<file path="src/rtl/game_controller_pkg.sv">
// Shared definitions for the memory-game controller: state codes, command bundle, decode helper.
package game_controller_pkg;

  localparam int unsigned P_STATE_W = 3;

  typedef enum logic [P_STATE_W-1:0] {
    ST_INIT       = 3'd0,
    ST_SETUP      = 3'd1,
    ST_PREP       = 3'd2,
    ST_PLAY_FPGA  = 3'd3,
    ST_PLAY_USER  = 3'd4,
    ST_CHECK      = 3'd5,
    ST_NEXT_ROUND = 3'd6,
    ST_RESULT     = 3'd7
  } state_t;

  // Datapath command bundle, MSB first: {r1, r2, e1, e2, e3, e4, sel}
  typedef struct packed {
    logic r1;
    logic r2;
    logic e1;
    logic e2;
    logic e3;
    logic e4;
    logic sel;
  } cmd_t;

  localparam cmd_t CMD_NONE = '0;

  // Moore decode: commands asserted while sitting in a given state
  function automatic cmd_t state_cmd(input state_t st);
    cmd_t c;
    c     = CMD_NONE;
    c.sel = 1'b1;
    case (st)
      ST_INIT:       begin c.r1 = 1'b1; c.r2 = 1'b1; end
      ST_SETUP:      c.e1 = 1'b1;
      ST_PREP:       c.r2 = 1'b1;
      ST_PLAY_FPGA:  c.e3 = 1'b1;
      ST_PLAY_USER:  c.e2 = 1'b1;
      ST_CHECK:      c.sel = 1'b1;
      ST_NEXT_ROUND: c.e4 = 1'b1;
      ST_RESULT:     c.sel = 1'b0;
      default:       c = CMD_NONE;
    endcase
    return c;
  endfunction

endpackage

</file>
<file path="src/rtl/game_controller_if.sv">
// Command/status lines between the game controller and the game datapath.
interface game_controller_if;
  logic r1;
  logic r2;
  logic e1;
  logic e2;
  logic e3;
  logic e4;
  logic sel;
  logic end_fpga;
  logic end_user;
  logic end_time;
  logic win;
  logic match;

  modport master (
    output r1, r2, e1, e2, e3, e4, sel,
    input  end_fpga, end_user, end_time, win, match
  );

  modport slave (
    input  r1, r2, e1, e2, e3, e4, sel,
    output end_fpga, end_user, end_time, win, match
  );
endinterface

</file>
<file path="src/rtl/key_edge_sync.sv">
// Two-flop synchronizer for an active-low push key plus a one-cycle press detector.
module key_edge_sync (
  input  logic clk,
  input  logic rst_n,
  input  logic key_n,
  output logic press_c
);

  logic sync1_q;
  logic key_d_q;
  logic key_prev_q;

  // Reset to the released level so reset release never fakes a press
  always_ff @(posedge clk or negedge rst_n) begin
    if (!rst_n) begin
      sync1_q    <= 1'b1;
      key_d_q    <= 1'b1;
      key_prev_q <= 1'b1;
    end else begin
      sync1_q    <= key_n;
      key_d_q    <= sync1_q;
      key_prev_q <= key_d_q;
    end
  end

  assign press_c = key_prev_q & ~key_d_q;

endmodule

</file>
<file path="src/rtl/game_controller.sv">
// Control FSM for the memory-sequence game; commands are registered alongside the state.
module game_controller
  import game_controller_pkg::*;
#(
  parameter int unsigned P_SETTLE = 2
) (
  input  logic                 clock_50,
  input  logic                 reset,
  input  logic                 enter,
  game_controller_if.master    dp,
  output logic [P_STATE_W-1:0] dbg_state
);

  localparam int unsigned CNT_W = (P_SETTLE > 1) ? $clog2(P_SETTLE) : 1;
  localparam logic [CNT_W-1:0] SETTLE_LAST = CNT_W'(P_SETTLE - 1);

  logic             press_c;
  state_t           state_q;
  state_t           state_d;
  cmd_t             cmd_q;
  cmd_t             cmd_d;
  logic [CNT_W-1:0] settle_q;

  key_edge_sync u_enter_sync (
    .clk     (clock_50),
    .rst_n   (reset),
    .key_n   (enter),
    .press_c (press_c)
  );

  // Commands are decoded from the next state so they line up with state_q exactly
  always_ff @(posedge clock_50 or negedge reset) begin
    if (!reset) begin
      state_q  <= ST_INIT;
      cmd_q    <= state_cmd(ST_INIT);
      settle_q <= '0;
    end else begin
      state_q  <= state_d;
      cmd_q    <= cmd_d;
      settle_q <= (state_q == ST_PREP) ? settle_q + CNT_W'(1) : '0;
    end
  end

  always_comb begin
    state_d = state_q;
    case (state_q)
      ST_INIT:       state_d = ST_SETUP;
      ST_SETUP:      if (press_c) state_d = ST_PREP;
      ST_PREP:       if (settle_q == SETTLE_LAST) state_d = ST_PLAY_FPGA;
      ST_PLAY_FPGA:  if (dp.end_fpga) state_d = ST_PLAY_USER;
      ST_PLAY_USER: begin
        if (dp.end_time)      state_d = ST_RESULT;
        else if (dp.end_user) state_d = ST_CHECK;
      end
      ST_CHECK: begin
        if (!dp.match)   state_d = ST_RESULT;
        else if (dp.win) state_d = ST_RESULT;
        else             state_d = ST_NEXT_ROUND;
      end
      ST_NEXT_ROUND: state_d = ST_PREP;
      ST_RESULT:     if (press_c) state_d = ST_INIT;
      default:       state_d = ST_INIT;
    endcase
    cmd_d = state_cmd(state_d);
  end

  assign dp.r1     = cmd_q.r1;
  assign dp.r2     = cmd_q.r2;
  assign dp.e1     = cmd_q.e1;
  assign dp.e2     = cmd_q.e2;
  assign dp.e3     = cmd_q.e3;
  assign dp.e4     = cmd_q.e4;
  assign dp.sel    = cmd_q.sel;
  assign dbg_state = state_q;

endmodule

</file>
<file path="src/flat_wrapper.sv">
// flat-port wrapper written by rule: the top's interface ports become plain ports
module game_controller_flat import game_controller_pkg::*;
#(
  parameter int unsigned P_SETTLE = 2
)
  (clock_50, reset, enter, dbg_state, dp_r1, dp_r2, dp_e1, dp_e2, dp_e3, dp_e4, dp_sel, dp_end_fpga, dp_end_user, dp_end_time, dp_win, dp_match);
  game_controller_if dp_i ();
  input  logic clock_50;
  input  logic reset;
  input  logic enter;
  output logic [P_STATE_W-1:0] dbg_state;
  output wire logic [$bits(dp_i.r1)-1:0] dp_r1;
  output wire logic [$bits(dp_i.r2)-1:0] dp_r2;
  output wire logic [$bits(dp_i.e1)-1:0] dp_e1;
  output wire logic [$bits(dp_i.e2)-1:0] dp_e2;
  output wire logic [$bits(dp_i.e3)-1:0] dp_e3;
  output wire logic [$bits(dp_i.e4)-1:0] dp_e4;
  output wire logic [$bits(dp_i.sel)-1:0] dp_sel;
  input wire logic [$bits(dp_i.end_fpga)-1:0] dp_end_fpga;
  input wire logic [$bits(dp_i.end_user)-1:0] dp_end_user;
  input wire logic [$bits(dp_i.end_time)-1:0] dp_end_time;
  input wire logic [$bits(dp_i.win)-1:0] dp_win;
  input wire logic [$bits(dp_i.match)-1:0] dp_match;
  assign dp_r1 = dp_i.r1;
  assign dp_r2 = dp_i.r2;
  assign dp_e1 = dp_i.e1;
  assign dp_e2 = dp_i.e2;
  assign dp_e3 = dp_i.e3;
  assign dp_e4 = dp_i.e4;
  assign dp_sel = dp_i.sel;
  assign dp_i.end_fpga = dp_end_fpga;
  assign dp_i.end_user = dp_end_user;
  assign dp_i.end_time = dp_end_time;
  assign dp_i.win = dp_win;
  assign dp_i.match = dp_match;
  game_controller #(.P_SETTLE(P_SETTLE)) u_core (.clock_50(clock_50), .reset(reset), .enter(enter), .dp(dp_i), .dbg_state(dbg_state));
endmodule
</file>
<file path="config.mk">
export PLATFORM = sky130hd
export DESIGN_NAME = game_controller_flat
export DESIGN_NICKNAME = d
export VERILOG_FILES = /design/src/rtl/game_controller_pkg.sv /design/src/rtl/game_controller_if.sv /design/src/rtl/key_edge_sync.sv /design/src/rtl/game_controller.sv /design/src/flat_wrapper.sv
export SDC_FILE = /design/constraint.sdc
export NUM_CORES = 1
export LEC_CHECK = 0
export BUFFER_PORTS_ARGS = -buffer_cell sky130_fd_sc_hd__buf_2
export CORE_MARGIN = 2
export CORE_UTILIZATION = 45
export DETAILED_ROUTE_END_ITERATION = 10
export HOLD_SLACK_MARGIN = 0.15
export PLACE_DENSITY = 0.72
export SLEW_MARGIN = 20
export SYNTH_ARGS = -nofsm -noshare
export SYNTH_HDL_FRONTEND = slang
export SYNTH_HIERARCHICAL = 1
export SYNTH_SLANG_ARGS = --single-unit
</file>
<file path="constraint.sdc">
create_clock -name clock_50 -period 1.4 [get_ports clock_50]
set_input_delay 0.28 -clock clock_50 [delete_from_list [all_inputs] [get_ports clock_50]]
set_output_delay 0.28 -clock clock_50 [all_outputs]
set_load 0.01 [all_outputs]
</file>
== Word level (Yosys, flattened, before mapping) ==
Cells that the tools add are included.

* Logic and storage cells: 48
* Bits in registers: 14
* Output and inout port bits: 10
* Bits of input ports: 8

* Mux-type cells: 17
* Add/subtract/negate cells: 1
* Reductions and logical operators: 3
* Bitwise logic cells: 2
* Equal/unequal tests: 13

{| class="wikitable"
|+ Operator list
! cell !! number
|-
| 3-bit one-hot mux with 8 select lines || 1
|-
| 3-bit equality test, second input constant || 7
|-
| 3-bit two-way mux || 7
|-
| 3-bit by 2-bit equality test with 1-bit output, second input constant || 4
|-
| 1-bit two-way mux || 9
|-
| 3-bit by 1-bit equality test with 1-bit output, second input constant || 2
|-
| 3-bit logical NOT || 2
|-
| 2-bit OR reduction || 1
|-
| 1-bit adder, second input constant || 1
|-
| 1-bit bitwise AND || 1
|-
| 1-bit NOT || 1
|}

== Longest topological paths before layout ==
* Word-level depth: 7
* Mapped depth: 5
* Depth with buffers taken out: 5

== Hierarchy ==
Netlist, hierarchy kept.

{| class="wikitable"
|+ Modules (own cells, without submodules)
! module !! cells an instance !! area an instance (sq um) !! seq. area each (sq um) !! instances
|-
| game_controller || 43 || 515.5 || 279.0 || 1
|-
| key_edge_sync || 4 || 92.6 || 78.8 || 1
|}

== Worst setup path after synthesis ==
No wires, ideal clock.

* Path type: register -> register
* From: register u_core.u_enter_sync.key_prev_q
* To: register u_core.cmd_q, in the netlist u_core/dp.e2
* Setup slack: 0.115 ns
* Cell stages (with the launch flop): 6
* Setup time: 0.080 ns
* Period minus slack after synthesis: 1.285 ns
* Buffers on the path: 0
* Data required time: 1.320 ns
* Arrival time: 1.204 ns
* Cells stage by stage: dfstp_2 > nor2b_4 > nor2b_4 > o211ai_2 > o221ai_2 > nor3b_2

{| class="wikitable"
|+ RTL lines
! element !! RTL line !! source
|-
| start, declared || key_edge_sync.sv:11 || <nowiki>logic key_prev_q;</nowiki>
|-
| start signal, assigned || key_edge_sync.sv:22 || <nowiki>key_prev_q <= key_d_q;</nowiki>
|-
| end signal, assigned || game_controller.sv:35 || <nowiki>cmd_q <= state_cmd(ST_INIT);</nowiki>
|-
| end signal, assigned || game_controller.sv:39 || <nowiki>cmd_q <= cmd_d;</nowiki>
|-
| end, declared || game_controller.sv:20 || <nowiki>cmd_t cmd_q;</nowiki>
|}

==> impl_summary.md <==
Logic synthesis
The biggest area contributor in the post-synthesis netlist is sky130_fd_sc_hd__dfrtp_1. The top cell type by area accounts for about a third of the synthesized area. Sequential cells were found to cover 58.8% of the synthesized design area. The average instance area after synthesis is 12.9 µm². Of the total synthesized cell area, the portion taken by AND, OR, NAND and NOR gates is 20.6%. After Yosys synthesis, full adders, half adders and majority gates account for 0% of the synthesized area. Summing every instance area after synthesis gives 608 µm². Counting every instance in the synthesized netlist gives 47. The synthesized netlist devotes 15.6% of its cell area to compound gates. The post-synth net total is 55. By area, the combinational part of the netlist is dominated by simple AND/OR/NAND/NOR gates.

The total of flip-flops plus latches after synthesis is 14. The portion of synthesized area spent on multiplexers is 1.65%. After Yosys synthesis, XOR and XNOR cells account for 0% of the synthesized area. The netlist uses 25 different library cells. The Yosys warning count is 6. By area the synthesized netlist is led by sky130_fd_sc_hd__dfrtp_1, sky130_fd_sc_hd__dfstp_2, sky130_fd_sc_hd__o221ai_2.

Clock network
The number of clock buffers inserted by TritonCTS is 3. Clock-pin slew was measured on the worst setup and hold paths at roughly 90 ps. CTS built an H-tree with a depth of 1. The clock drives 14 sinks. The post-cts repair resize count is 0. The source-to-sink clock delay at the later pin of the worst-skew pair is 270 ps.

Clock tree synthesis selected as its root buffer the cell sky130_fd_sc_hd__clkbuf_4. The clock tree from TritonCTS is done. The number of buffers between clock root and the deepest sink is 2.

STA
The total count of hold-check failures in the final report is 0. Counting I/O delays and the setup requirement, the final critical path takes ~1400 ps. Setup repair after global routing could not meet its margin everywhere. The worst path uses 100% of the clock period. The highest achievable clock rate is 0.711 GHz.

Setup violations remaining at the end of the flow were counted as 1. Measured against its own limit, the worst slew margin works out to 76.6%. The total negative slack is -6.50 ps. Setup slack on the critical path of the routed design comes to -6.50 ps. On the final layout, the worst clock skew is 3.12 ps.

At the pin with the least slew margin, the transition time is 351 ps. The hold slack is 347 ps. The max-slew violation count is 0.

Drt
The ratio of routed vias to standard cells is 5.02. After detailed routing, the average wire length per cell comes to 12.4 µm. The via count is 432. For this block, the initial DRC count from the detailed router was 2.

The total detailed-routing wirelength is 1070 µm. The first detailed-routing pass took 4 iterations. In the routed design, unresolved DRC markers number 0. Once detail routing completed, the nets flagged for antenna violations numbered 0.

Finish
The number of antenna repair diodes is 0. The post-route core utilization is 60.3%. The top cell types in the final layout, fill and taps aside, are sky130_fd_sc_hd__buf_2, sky130_fd_sc_hd__dfrtp_1, sky130_fd_sc_hd__dfstp_2.

The commonest non-fill, non-tap cell in the layout is sky130_fd_sc_hd__buf_2. The net count of the finished layout is 80. The share of layout cells above drive strength 1 is 52.1%. The area growth from synthesis to layout is 27.4%.

Pwr
The ratio of total power to cell area is 2250 mW/mm². The analysis attributes to cell leakage a power of 0.372 nW. The worst IR drop on VDD is 1.20 mV.

The total power is 1.75 mW.

Critical path
The most numerous cell type found on the critical path is sky130_fd_sc_hd__nor2b_4. The cell depth of the worst flop-to-flop path is 5. The maximum net fanout on the critical path is 6.

The path type of the worst setup path is flip-flop to flip-flop. For the worst setup path, the data required time is 1600 ps. The peak per-stage delay on the critical path is between 500 and 600 ps. The critical path goes through nor2b_4 -> nor2b_4 -> o211ai_2 -> o221ai_2 -> nor3b_2.

The critical path startpoint category is a flip-flop. For the worst setup path, the data arrival time is ~1600 ps. Among all stages on the critical path, the largest delay is contributed by sky130_fd_sc_hd__dfstp_2. The kind of end point of the critical path is a flip-flop.

Die
The region available for standard cell placement spans roughly 0.0013 mm². The area of the die is 0.00166 mm². In this run the horizontal extent of the chip is between 40 and 50 µm. After floorplanning, the core was divided into 13 placement rows.

The top-level I/O count is 18. The initial core utilization is 47.3%. The die height is ~40 µm.

Outcome
The checks that failed: setup timing. The run finished, with violations left.

Min path
The path category of the worst min-delay check is input port to flip-flop. The number of instances on the worst hold path is 4.

Place
At the placement stage, the worst setup path has a slack of -4.17 ps. The count of port buffers added during placement is 17. The congestion estimate from routability-driven global placement came to between 0.7 and 0.8. The post-DP HPWL is 796 µm.

Run
Across the run, the number of max-cap violations was 0.

Global routing
The first global-routing pass estimated 1570 µm of wire. The number of global-route vias before repair is 364. Summed over all layers, the global routing overflow is 0. The total track usage is 15.0%. Entering global routing, the biggest net connects 15 pins. The number of antenna violations at the first check in global routing is 0.
cells by family (layout without fill, tap and decap cells):
group,after synthesis,in the layout
flops,14,14
compound gates,11,11
simple gates,18,18
mux,1,1
buf+inv,3,27
synth_stat cells:
master / number
sky130_fd_sc_hd__dfrtp_1: 8
sky130_fd_sc_hd__dfstp_2: 6
sky130_fd_sc_hd__nor2_1: 4
sky130_fd_sc_hd__nand2b_1: 3
sky130_fd_sc_hd__nand2_1: 2
sky130_fd_sc_hd__nor2b_1: 2
sky130_fd_sc_hd__nor2b_4: 2
sky130_fd_sc_hd__o21ai_1: 2
sky130_fd_sc_hd__o221ai_2: 2
sky130_fd_sc_hd__a211oi_1: 1
sky130_fd_sc_hd__a21boi_0: 1
sky130_fd_sc_hd__a21oi_1: 1
sky130_fd_sc_hd__and2b_1: 1
sky130_fd_sc_hd__and3b_1: 1
sky130_fd_sc_hd__buf_2: 1
sky130_fd_sc_hd__buf_6: 1
sky130_fd_sc_hd__inv_1: 1
sky130_fd_sc_hd__mux2i_1: 1
sky130_fd_sc_hd__nor3_1: 1
sky130_fd_sc_hd__nor3_2: 1
sky130_fd_sc_hd__nor3b_2: 1
sky130_fd_sc_hd__o211ai_2: 1
sky130_fd_sc_hd__o21ai_0: 1
sky130_fd_sc_hd__o22a_1: 1
sky130_fd_sc_hd__o32ai_1: 1
flip-flops by register name, summed over array words and instances, names as in the netlist:
name,flops
u_core/dbg_state,3
u_core/dp.e1,1
u_core/dp.e2,1
u_core/dp.e3,1
u_core/dp.e4,1
u_core/dp.r1,1
u_core/dp.r2,1
u_core/dp.sel,1
u_core/settle_q,1
u_core/u_enter_sync/key_d_q,1
u_core/u_enter_sync/key_prev_q,1
u_core/u_enter_sync/sync1_q,1
what timing repair did:
action,CTS,global route
hold buffers,2,0
endpoints found under the setup margin,1,4
buffers inserted,0,1
endpoints found under the hold margin,9,0
worst max-delay path: cells and delay by family (launching register included):
kind	cells	cell delay (ps)
AOI/OAI and AO/OA	2	350
DFF	1	520
and+or+nand+nor	3	470
layout make-up:
cell class	instances	area (µm²)
inverters	1	3.75
clock buffers	4	36.3
fillers	110	510
repair buffers	22	128
multi-input cells	30	230
well taps	15	18.8
flip-flops and latches	14	358
through the flow:
| step | instance area (µm²) | cells |
|---|---|---|
| finish | 774 | 86 |
| global route | 774 | 86 |
| CTS | 767 | 85 |
| detailed placement | 711 | 79 |
| global placement | 711 | 79 |
| floorplan | 608 | 47 |
report_power, final:
part           internal, mW  leakage [nW]  switching (mW)
clock                 0.158        0.0210           0.126
combinational         0.371         0.185           0.408
sequential            0.574         0.166           0.109
final timing paths:
check                                          startpoint                           to  slack, ps
max                        u_core/u_enter_sync/key_prev_q                 u_core/dp.e2         -7
max reg2reg                u_core/u_enter_sync/key_prev_q                 u_core/dp.e2         -7
min in group asynchronous                           reset                 u_core/dp.e3        410
min                                           dp_end_fpga                 u_core/dp.e3        350
min reg2reg                   u_core/u_enter_sync/sync1_q  u_core/u_enter_sync/key_d_q        360
max in group asynchronous                           reset                 u_core/dp.r1        700
per-layer routing:
metal	routed length, µm	vias up	track usage [%]
met5	0	-	0
met1	473	204	19.2
li1	-	213	-
met2	530	15	23.8
met3	62	0	4.89
met4	0	0	5.00
(Power assumes the default switching activity.)
